## src/rtl/mem_reg_bank_pkg.sv

```systemverilog
// Shared definitions for the mem_reg_bank register target.
//   - Word indices of the fixed registers in the map.
//   - Transaction FSM state encoding.
//   - Default identification word.
package mem_reg_bank_pkg;

  localparam int IDX_ID     = 0;  // read-only identification word
  localparam int IDX_STATUS = 1;  // sticky event bits, write-one-to-clear
  localparam int IDX_IRQ_EN = 2;  // interrupt enable mask
  localparam int IDX_CTRL0  = 3;  // first general control word, drives ctrl_out

  localparam logic [31:0] DEFAULT_ID_VALUE = 32'hA11C_0001;

  typedef enum logic [1:0] {
    ST_IDLE = 2'd0,  // waiting for wen/ren
    ST_WAIT = 2'd1,  // emulated peripheral wait states
    ST_RESP = 2'd2,  // mem_ready pulse
    ST_TURN = 2'd3   // turnaround while the requester drops its request
  } state_t;

endpackage

```

## src/rtl/mem_status_w1c.sv

```systemverilog
// Sticky status register with write-one-to-clear semantics.
//   clk, rst   : clock, synchronous active-high reset
//   set        : per-bit event pulses; a set bit stays set until cleared
//   clr_en     : a bus write targets this register this cycle
//   wdata      : write data; each 1 clears the matching bit...
//   wstrb      : ...but only inside byte lanes that are enabled
//   status_q   : current register contents
//   status_d   : next-state value (used for registering irq without extra lag)
module mem_status_w1c
  import mem_reg_bank_pkg::*;
#(
  parameter int DATA_WIDTH = 32
) (
  input  logic                    clk,
  input  logic                    rst,
  input  logic [DATA_WIDTH-1:0]   set,
  input  logic                    clr_en,
  input  logic [DATA_WIDTH-1:0]   wdata,
  input  logic [DATA_WIDTH/8-1:0] wstrb,
  output logic [DATA_WIDTH-1:0]   status_q,
  output logic [DATA_WIDTH-1:0]   status_d
);

  logic [DATA_WIDTH-1:0] clr_mask;

  always_comb begin
    // NOTE: every combinational output gets a default before any branch, so no path can leave it unassigned and infer a latch.
    clr_mask = '0;
    for (int b = 0; b < DATA_WIDTH / 8; b++) begin
      if (clr_en && wstrb[b]) begin
        clr_mask[8*b +: 8] = wdata[8*b +: 8];
      end
    end
    // Set is OR'd in after the clear so a coincident event wins.
    status_d = (status_q & ~clr_mask) | set;
  end

  always_ff @(posedge clk) begin
    // NOTE: state is updated with non-blocking assignments so every flop samples pre-edge values regardless of block order.
    if (rst) begin
      status_q <= '0;
    end else begin
      status_q <= status_d;
    end
  end

endmodule

```

## src/rtl/mem_reg_bank.sv

```systemverilog
// Register-bank target for the mem_* port of a bus slave interface.
//   clk, rst          : clock, synchronous active-high reset
//   mem_addr          : byte address, bits [1:0] ignored
//   mem_wdata/wstrb   : write data and byte enables
//   mem_wen/mem_ren   : requests, held by the requester until mem_ready
//   mem_rdata         : read data, holds last captured read value
//   mem_ready         : one-cycle completion pulse
//   evt_in            : event pulses that set STATUS bits
//   ctrl_out          : contents of CTRL0
//   irq               : registered |(STATUS & IRQ_EN)
// Map (word index from BASE_ADDR): 0 ID, 1 STATUS, 2 IRQ_EN, 3.. CTRLn.
module mem_reg_bank
  import mem_reg_bank_pkg::*;
#(
  parameter int                    ADDR_WIDTH  = 32,
  parameter int                    DATA_WIDTH  = 32,
  parameter int                    NUM_REGS    = 8,
  parameter logic [ADDR_WIDTH-1:0] BASE_ADDR   = 32'h0000_1000,
  parameter int                    WAIT_STATES = 0,
  parameter logic [DATA_WIDTH-1:0] ID_VALUE    = DATA_WIDTH'(DEFAULT_ID_VALUE)
) (
  input  logic                    clk,
  input  logic                    rst,
  input  logic [ADDR_WIDTH-1:0]   mem_addr,
  input  logic [DATA_WIDTH-1:0]   mem_wdata,
  input  logic [DATA_WIDTH/8-1:0] mem_wstrb,
  input  logic                    mem_wen,
  input  logic                    mem_ren,
  output logic [DATA_WIDTH-1:0]   mem_rdata,
  output logic                    mem_ready,
  input  logic [DATA_WIDTH-1:0]   evt_in,
  output logic [DATA_WIDTH-1:0]   ctrl_out,
  output logic                    irq
);

  localparam int IDX_W  = $clog2(NUM_REGS);
  localparam int STRB_W = DATA_WIDTH / 8;

  state_t state_q, state_d;
  logic [3:0] wait_cnt_q;

  // Request captured in IDLE and used for the rest of the transaction.
  logic                  hit_q, wr_q, rd_q;
  logic [IDX_W-1:0]      idx_q;
  logic [DATA_WIDTH-1:0] wdata_q;
  logic [STRB_W-1:0]     wstrb_q;

  // RW words only; ID is a constant and STATUS lives in the sub-module.
  logic [DATA_WIDTH-1:0] rw_q [IDX_IRQ_EN:NUM_REGS-1];
  logic [DATA_WIDTH-1:0] status_q, status_d;

  // Live decode. Working in word units keeps bits [1:0] out of the math.
  logic [ADDR_WIDTH-1:0] word_off;
  logic                  live_hit, req;

  assign word_off = (mem_addr >> 2) - (BASE_ADDR >> 2);
  assign live_hit = (mem_addr >= BASE_ADDR) && (word_off < ADDR_WIDTH'(NUM_REGS));
  assign req      = mem_wen | mem_ren;

  // With zero wait states the commit edge is the IDLE sampling edge, so the
  // live request is used there; otherwise the latched copy.
  logic                  in_idle, op_hit, op_wr, op_rd, commit, do_write, do_read;
  logic [IDX_W-1:0]      op_idx;
  logic [DATA_WIDTH-1:0] op_wdata, rd_val;
  logic [STRB_W-1:0]     op_wstrb;

  assign in_idle  = (state_q == ST_IDLE);
  assign op_hit   = in_idle ? live_hit                : hit_q;
  assign op_wr    = in_idle ? mem_wen                 : wr_q;
  assign op_rd    = in_idle ? (mem_ren & ~mem_wen)    : rd_q;  // write wins
  assign op_idx   = in_idle ? word_off[IDX_W-1:0]     : idx_q;
  assign op_wdata = in_idle ? mem_wdata               : wdata_q;
  assign op_wstrb = in_idle ? mem_wstrb               : wstrb_q;

  assign commit   = (state_d == ST_RESP) && (state_q != ST_RESP);
  assign do_write = commit && op_wr && op_hit;
  assign do_read  = commit && op_rd;

  // FSM next state and outputs.
  always_comb begin
    state_d   = state_q;
    mem_ready = 1'b0;
    case (state_q)
      ST_IDLE: if (req) state_d = (WAIT_STATES == 0) ? ST_RESP : ST_WAIT;
      ST_WAIT: if (wait_cnt_q == '0) state_d = ST_RESP;
      ST_RESP: begin
        mem_ready = 1'b1;
        state_d   = ST_TURN;
      end
      ST_TURN: state_d = ST_IDLE;
      default: state_d = ST_IDLE;
    endcase
  end

  always_ff @(posedge clk) begin
    if (rst) begin
      state_q    <= ST_IDLE;
      wait_cnt_q <= '0;
      hit_q      <= 1'b0;
      wr_q       <= 1'b0;
      rd_q       <= 1'b0;
      idx_q      <= '0;
      wdata_q    <= '0;
      wstrb_q    <= '0;
    end else begin
      state_q <= state_d;
      if (in_idle) begin
        // WAIT lasts WAIT_STATES cycles: it exits when the count reaches 0.
        wait_cnt_q <= 4'(WAIT_STATES - 1);
        if (req) begin
          hit_q   <= live_hit;
          wr_q    <= mem_wen;
          rd_q    <= mem_ren & ~mem_wen;
          idx_q   <= word_off[IDX_W-1:0];
          wdata_q <= mem_wdata;
          wstrb_q <= mem_wstrb;
        end
      end else if (state_q == ST_WAIT) begin
        wait_cnt_q <= wait_cnt_q - 4'd1;
      end
    end
  end

  // RW registers with byte strobes.
  always_ff @(posedge clk) begin
    // NOTE: this array is software-visible configuration, so it is reset like ordinary flops rather than left uninitialised as a RAM would be.
    if (rst) begin
      for (int r = IDX_IRQ_EN; r < NUM_REGS; r++) rw_q[r] <= '0;
    end else if (do_write) begin
      for (int r = IDX_IRQ_EN; r < NUM_REGS; r++) begin
        if (op_idx == IDX_W'(r)) begin
          for (int b = 0; b < STRB_W; b++) begin
            if (op_wstrb[b]) rw_q[r][8*b +: 8] <= op_wdata[8*b +: 8];
          end
        end
      end
    end
  end

  mem_status_w1c #(
    .DATA_WIDTH (DATA_WIDTH)
  ) u_status (
    .clk      (clk),
    .rst      (rst),
    .set      (evt_in),
    .clr_en   (do_write && (op_idx == IDX_W'(IDX_STATUS))),
    .wdata    (op_wdata),
    .wstrb    (op_wstrb),
    .status_q (status_q),
    .status_d (status_d)
  );

  always_comb begin
    rd_val = '0;
    case (op_idx)
      IDX_W'(IDX_ID):     rd_val = ID_VALUE;
      IDX_W'(IDX_STATUS): rd_val = status_q;
      default:            rd_val = rw_q[op_idx];
    endcase
  end

  always_ff @(posedge clk) begin
    if (rst) begin
      mem_rdata <= '0;
      irq       <= 1'b0;
    end else begin
      if (do_read) mem_rdata <= op_hit ? rd_val : '0;
      irq <= |(status_d & rw_q[IDX_IRQ_EN]);
    end
  end

  assign ctrl_out = rw_q[IDX_CTRL0];

endmodule

```

## config.mk

```make
export PLATFORM = sky130hd
export DESIGN_NAME = mem_reg_bank
export DESIGN_NICKNAME = d
export VERILOG_FILES = /design/src/rtl/mem_reg_bank_pkg.sv /design/src/rtl/mem_status_w1c.sv /design/src/rtl/mem_reg_bank.sv
export SDC_FILE = /design/constraint.sdc
export NUM_CORES = 1
export LEC_CHECK = 0
export ABC_AREA = 1
export CORE_ASPECT_RATIO = 1.5
export CORE_MARGIN = 4
export CORE_UTILIZATION = 45
export CTS_BUF_LIST = sky130_fd_sc_hd__clkbuf_8
export DETAILED_ROUTE_END_ITERATION = 6
export HOLD_SLACK_MARGIN = 0.15
export PLACE_DENSITY = 0.7
export SETUP_SLACK_MARGIN = 0.4
export SLEW_MARGIN = 25
export SYNTH_ARGS = -nofsm -noshare
export SYNTH_HDL_FRONTEND = slang
export SYNTH_SLANG_ARGS = --single-unit
```

## constraint.sdc

```tcl
create_clock -name clk -period 3.4 [get_ports clk]
set_input_delay 0.34 -clock clk [delete_from_list [all_inputs] [get_ports clk]]
set_output_delay 0.34 -clock clk [all_outputs]
set_load 0.05 [all_outputs]
```

# Yosys cells after proc, flatten, opt, wreduce, memory -nomap -nowiden
# Memory sizes are Yosys's and may differ from the RTL's.
# Index checks and enable logic that the tools add are counted.
[op_classes]
order_cmp = 2
n_reduce_logical = 16
addsub = 2
muxes = 144
n_eq_ne = 12
bitwise = 31
[op_table]
columns = ["operator", "count"]
rows = [
  ["8-bit 2-to-1 mux", 28],
  ["1-bit 2-to-1 mux", 106],
  ["32-bit bitwise AND", 2],
  ["32-bit 2-to-1 mux", 2],
  ["32-bit one-hot mux with 2 select lines", 1],
  ["32-bit by 13-bit greater-or-equal comparator with 1-bit output, second input constant", 1],
  ["32-bit by 4-bit less-than comparator with 1-bit output, second input constant", 1],
  ["32-bit NOT", 1],
  ["32-bit bitwise OR", 1],
  ["32-bit OR reduction", 1],
  ["30-bit by 11-bit subtractor with 31-bit output, second input constant", 1],
  ["1-bit bitwise OR", 25],
  ["3-bit == test, second input constant", 4],
  ["4-bit 2-to-1 mux", 3],
  ["1-bit logical AND", 10],
  ["2-bit one-hot mux with 4 select lines", 1],
  ["2-bit == test, second input constant", 3],
  ["3-bit by 2-bit == test with 1-bit output, second input constant", 2],
  ["4-bit logical NOT", 1],
  ["2-bit 2-to-1 mux", 2],
  ["4-bit by 1-bit subtractor with 4-bit output, second input constant", 1],
  ["3-bit by 1-bit == test with 1-bit output, second input constant", 1],
  ["3-bit logical NOT", 1],
  ["3-bit 2-to-1 mux", 1],
  ["7 further kinds", 7],
]
[word_totals]
wordCells = 219
input_bits = 104
ramBits = 192
mem_count = 1
register_bits = 113
[memory_table]
columns = ["name", "words", "width", "read_ports", "rd_clocked_by_memory_dff", "wr", "line", "text"]
rows = [
  ["rw_q", 6, 32, 3, 0, 6, "mem_reg_bank.sv:49", "logic [DATA_WIDTH-1:0] rw_q [IDX_IRQ_EN:NUM_REGS-1];"],
]

# Depth between registers and ports, before layout
[logic_depth]
word_depth = 15
mapped_depth = 24

# Hierarchy
# A second synthesis with hierarchy kept.
[hier_totals]
cells_unflattened = 1802
hier_area_um2 = 16403.2
[modules_own_cells]
columns = ["module", "area_per_inst_um2", "instances", "cells_each"]
rows = [
  ["mem_reg_bank", 15009.4, 1, 1600],
  ["mem_status_w1c", 1393.8, 1, 202],
]

# Worst setup path before layout
# No wires, ideal clock.
[synth_path]
kind = "input port to flip-flop"
start = "in mem_addr[20]"
end = "mem rw_q[2][24] (enable)"
arrival_time_ns = 2.368
setup_slack_ns = 0.648
path_buffers = 1
stages = 14
required_time_ns = 3.016
path_cell_list = "nor2_1 -> nand2_1 -> nor2_1 -> nand2_1 -> xor2_1 -> nand2_1 -> nor2_1 -> nand2_2 -> nand2_4 -> nand3_4 -> nor2_4 -> buf_6 -> inv_1 -> o21ai_0"
[synth_rtl]
columns = ["item", "line", "text"]
rows = [
  ["start, declared", "mem_reg_bank.sv:24", "input logic [ADDR_WIDTH-1:0] mem_addr,"],
  ["end, declared", "mem_reg_bank.sv:49", ""],
]

==> qor.csv <==
metric,value,unit
status,"finished, final reports clean",
synth_cell_types,41,
die_area,34000,um^2
clock_path_buffers,3,
relSlewSlack,43.2,%
setup_viol,0,
synth_edf_count,192,
syn_avg_cell_area,8.80,um^2
io_pins,170,
postSynthCellCount,1587,
drt_iter0_drc,1047,
portBuffers,167,
yosysWarnings,0,
cts_made_buffers,44,
finalMaxSlewViolations,0,
layout_commonest_cell,nor2_1,
cp_max_fo,8,
drt-met1-wl,15.1,mm
clk_latency,0.57,ns
dp_slack,-0.0149,ns
skew,0.0215,ns
final_nets,1919,
drive_above_1_share,11.2,%
crit_end,rw_q[6][27],
dp_cells,2157,
grt_pass1_vias,12300,
initial_core_util,45.9,%
cts_tree,done,
wl_met2,22.5,mm
cp.arrival,3.06,ns
wl,42.8,mm
core,30400,um^2
avgRoutedWirePerCell,19.0,um
ys_seq_area_share,57.5,%
rows,78,
wl_met3,2.29,mm
vias,12300,
rrSetupSlack,0.67,ns
dieWidth,152,um
async_flop_share,0,%
die_h,224,um
cts_hold_buf,0,
max_freq,0.358,GHz
root_buffer,clkbuf_8,
synth-seq-cells,305,
maxCapViolCount,0,
worstSetupStartpointType,primary input,
area_growth,25.4,%
path_clk_slew,0.07,ns
grt_usage,24.3,%
layoutNonFillerInstCount,2251,
hpwl,29.8,mm
worst_slack,0.607,ns
grt_pass1_wl,65.2,mm
finalCritPeriodShare,82.1,%
p_leak,6.93,nW
drc_errors,0,
drtPass1Iterations,5,
peakVddDrop,0.298,mV
cts.sinks,305,
crit_path_end_kind,register,
reg2reg_from,state_q[1],
grt_antenna_before_repair,1,
crit_required,3.67,ns
syn_nets,1692,
ant_nets,0,
worstMarginPinSlew,0.847,ns
crit_start,mem_addr[13],
grt-ovfl-total,0,
power_density,531,nW/um^2
htreeDepth,2,
tns,0,ns
top_layer_used,met4,
hp-class,primary input to register,
rr_worst_depth,11,
gp_congestion,0.885,
period_needed,2.79,ns
reg2reg_to,rw_q[3][17],
ys.flop_type,edfxtp_1,
rsz0062_at_grt,no,
via_per_inst,5.48,
worst-setup-path-type,primary input to register,
finalHoldViolCount,0,
syn_area,14000,um^2
layout_common_cells,"nor2_1, nand2_1, edfxtp_1, clkdlybuf4s50_1, inv_1",
grt_max_degree,72,
==> final cells by class <==
| type | instances | area [um^2] |
|---|---|---|
| fill | 2729 | 12900 |
| sequential | 305 | 8030 |
| multi-input combinational | 1070 | 5140 |
| timing repair buffer | 262 | 2440 |
| clock buffer | 48 | 661 |
| tap | 400 | 500 |
| inverter | 131 | 495 |
| clock inverter | 34 | 231 |
| antenna | 1 | 2.50 |
==> per-stage QoR <==
step / area (um^2) / power [mW] / hold WS (ns) / utilization [%]
detailed placement: 16500 / 6.35 / 0.437 / 54.1
global placement: 16500 / 6.32 / 0.433 / 54.1
floorplan: 14000 / 5.48 / 0.425 / -
finish: 17500 / 9.29 / 0.346 / 57.5
global route: 17500 / 9.68 / 0.334 / 57.5
CTS: 17400 / 9.30 / 0.315 / 57.1
==> metal layers <==
layer	global-route usage (%)	vias up
li1	-	5880
met1	25.8	5884
met2	45.3	467
met3	3.00	114
met4	15.7	0
met5	0	-
==> worst min path at each step <==
stage                 from  cells after the start  slack (ns)               endpoint
5_1_grt         evt_in[27]                      3        0.33  u_status.status_q[27]
6_report        evt_in[27]                      3        0.35  u_status.status_q[27]
4_1_cts         evt_in[27]                      3        0.32  u_status.status_q[27]
3_3_place_gp   wdata_q[15]                      2        0.43            wdata_q[15]
2_1_floorplan     idx_q[2]                      2        0.42               idx_q[2]
3_5_place_dp   wdata_q[26]                      2        0.44            wdata_q[26]
==> state kept, by name (all words and copies together), names as in the netlist, 2 cells and up <==
name and count:
wstrb_q 4, rw_q 192, u_status.status_q 32, mem_rdata 32
state_q 2, wait_cnt_q 4, idx_q 3, wdata_q 32
==> synthesized netlist by cell type (2+ instances only) <==
| cell type | n | area [um^2] |
|---|---|---|
| o221ai_1 | 8 | 70.1 |
| xor2_1 | 2 | 17.5 |
| a211oi_1 | 5 | 37.5 |
| o22ai_1 | 65 | 407 |
| buf_2 | 3 | 15.0 |
| clkinv_1 | 5 | 18.8 |
| nor2_2 | 3 | 18.8 |
| nand3_1 | 46 | 230 |
| dfxtp_1 | 113 | 2260 |
| nand3b_1 | 10 | 75.1 |
| nand2_1 | 278 | 1040 |
| or2_2 | 7 | 43.8 |
| buf_6 | 3 | 33.8 |
| buf_4 | 2 | 15.0 |
| nand2_2 | 6 | 37.5 |
| a21oi_1 | 114 | 571 |
| nor3_1 | 32 | 160 |
| nand2_4 | 2 | 22.5 |
| inv_1 | 124 | 465 |
| o311ai_0 | 24 | 210 |
| o21ai_1 | 14 | 70.1 |
| nor2_1 | 287 | 1080 |
| clkbuf_1 | 69 | 259 |
| buf_1 | 5 | 18.8 |
| nand4_1 | 3 | 18.8 |
| nand3_2 | 6 | 60.1 |
| mux2i_1 | 8 | 80.1 |
| o21ai_0 | 132 | 661 |
| nor2_4 | 7 | 78.8 |
| edfxtp_1 | 192 | 5770 |
| inv_2 | 2 | 7.51 |
==> timing repair <==
item,CTS,global route
cloned,0,2
endpoints found under the setup margin,2,177
setup buffers,0,9
gates resized for setup,2,6
pin swaps,0,3
==> where the power goes <==
group | switching, mW | internal, mW
clock network | 1.42 | 1.54
registers | 0.0937 | 4.13
logic | 1.42 | 0.685
==> logic make-up (layout without fill, tap and decap cells) <==
logic type      count (synthesis)  count (layout)  synth area share (%)
xor+xnor                        2               2                 0.125
compound gates                367             367                  14.8
mux                             8               8                 0.574
simple gates                  690             692                  20.8
fa+ha+maj                       1               1                0.0896
buf+inv                       214             475                  6.08
flops                         305             305                  57.5
other cells                     0               1                     0
==> critical path: stages <==
cell and delay (ns):
clkdlybuf4s50_1 0.45, nor2_4 0.20, nand2_4 0.11, nor2_8 0.13, nand2_1 0.08, xor2_1 0.13
nand2_1 0.07, nor2_1 0.15, nand2_2 0.12, nand2_4 0.08, nand3_4 0.09, buf_4 0.19
nor2_4 0.21, buf_4 0.20, inv_1 0.10, o21ai_0 0.18, buf_4 0.21
Power figures use the tool's default switching activity.
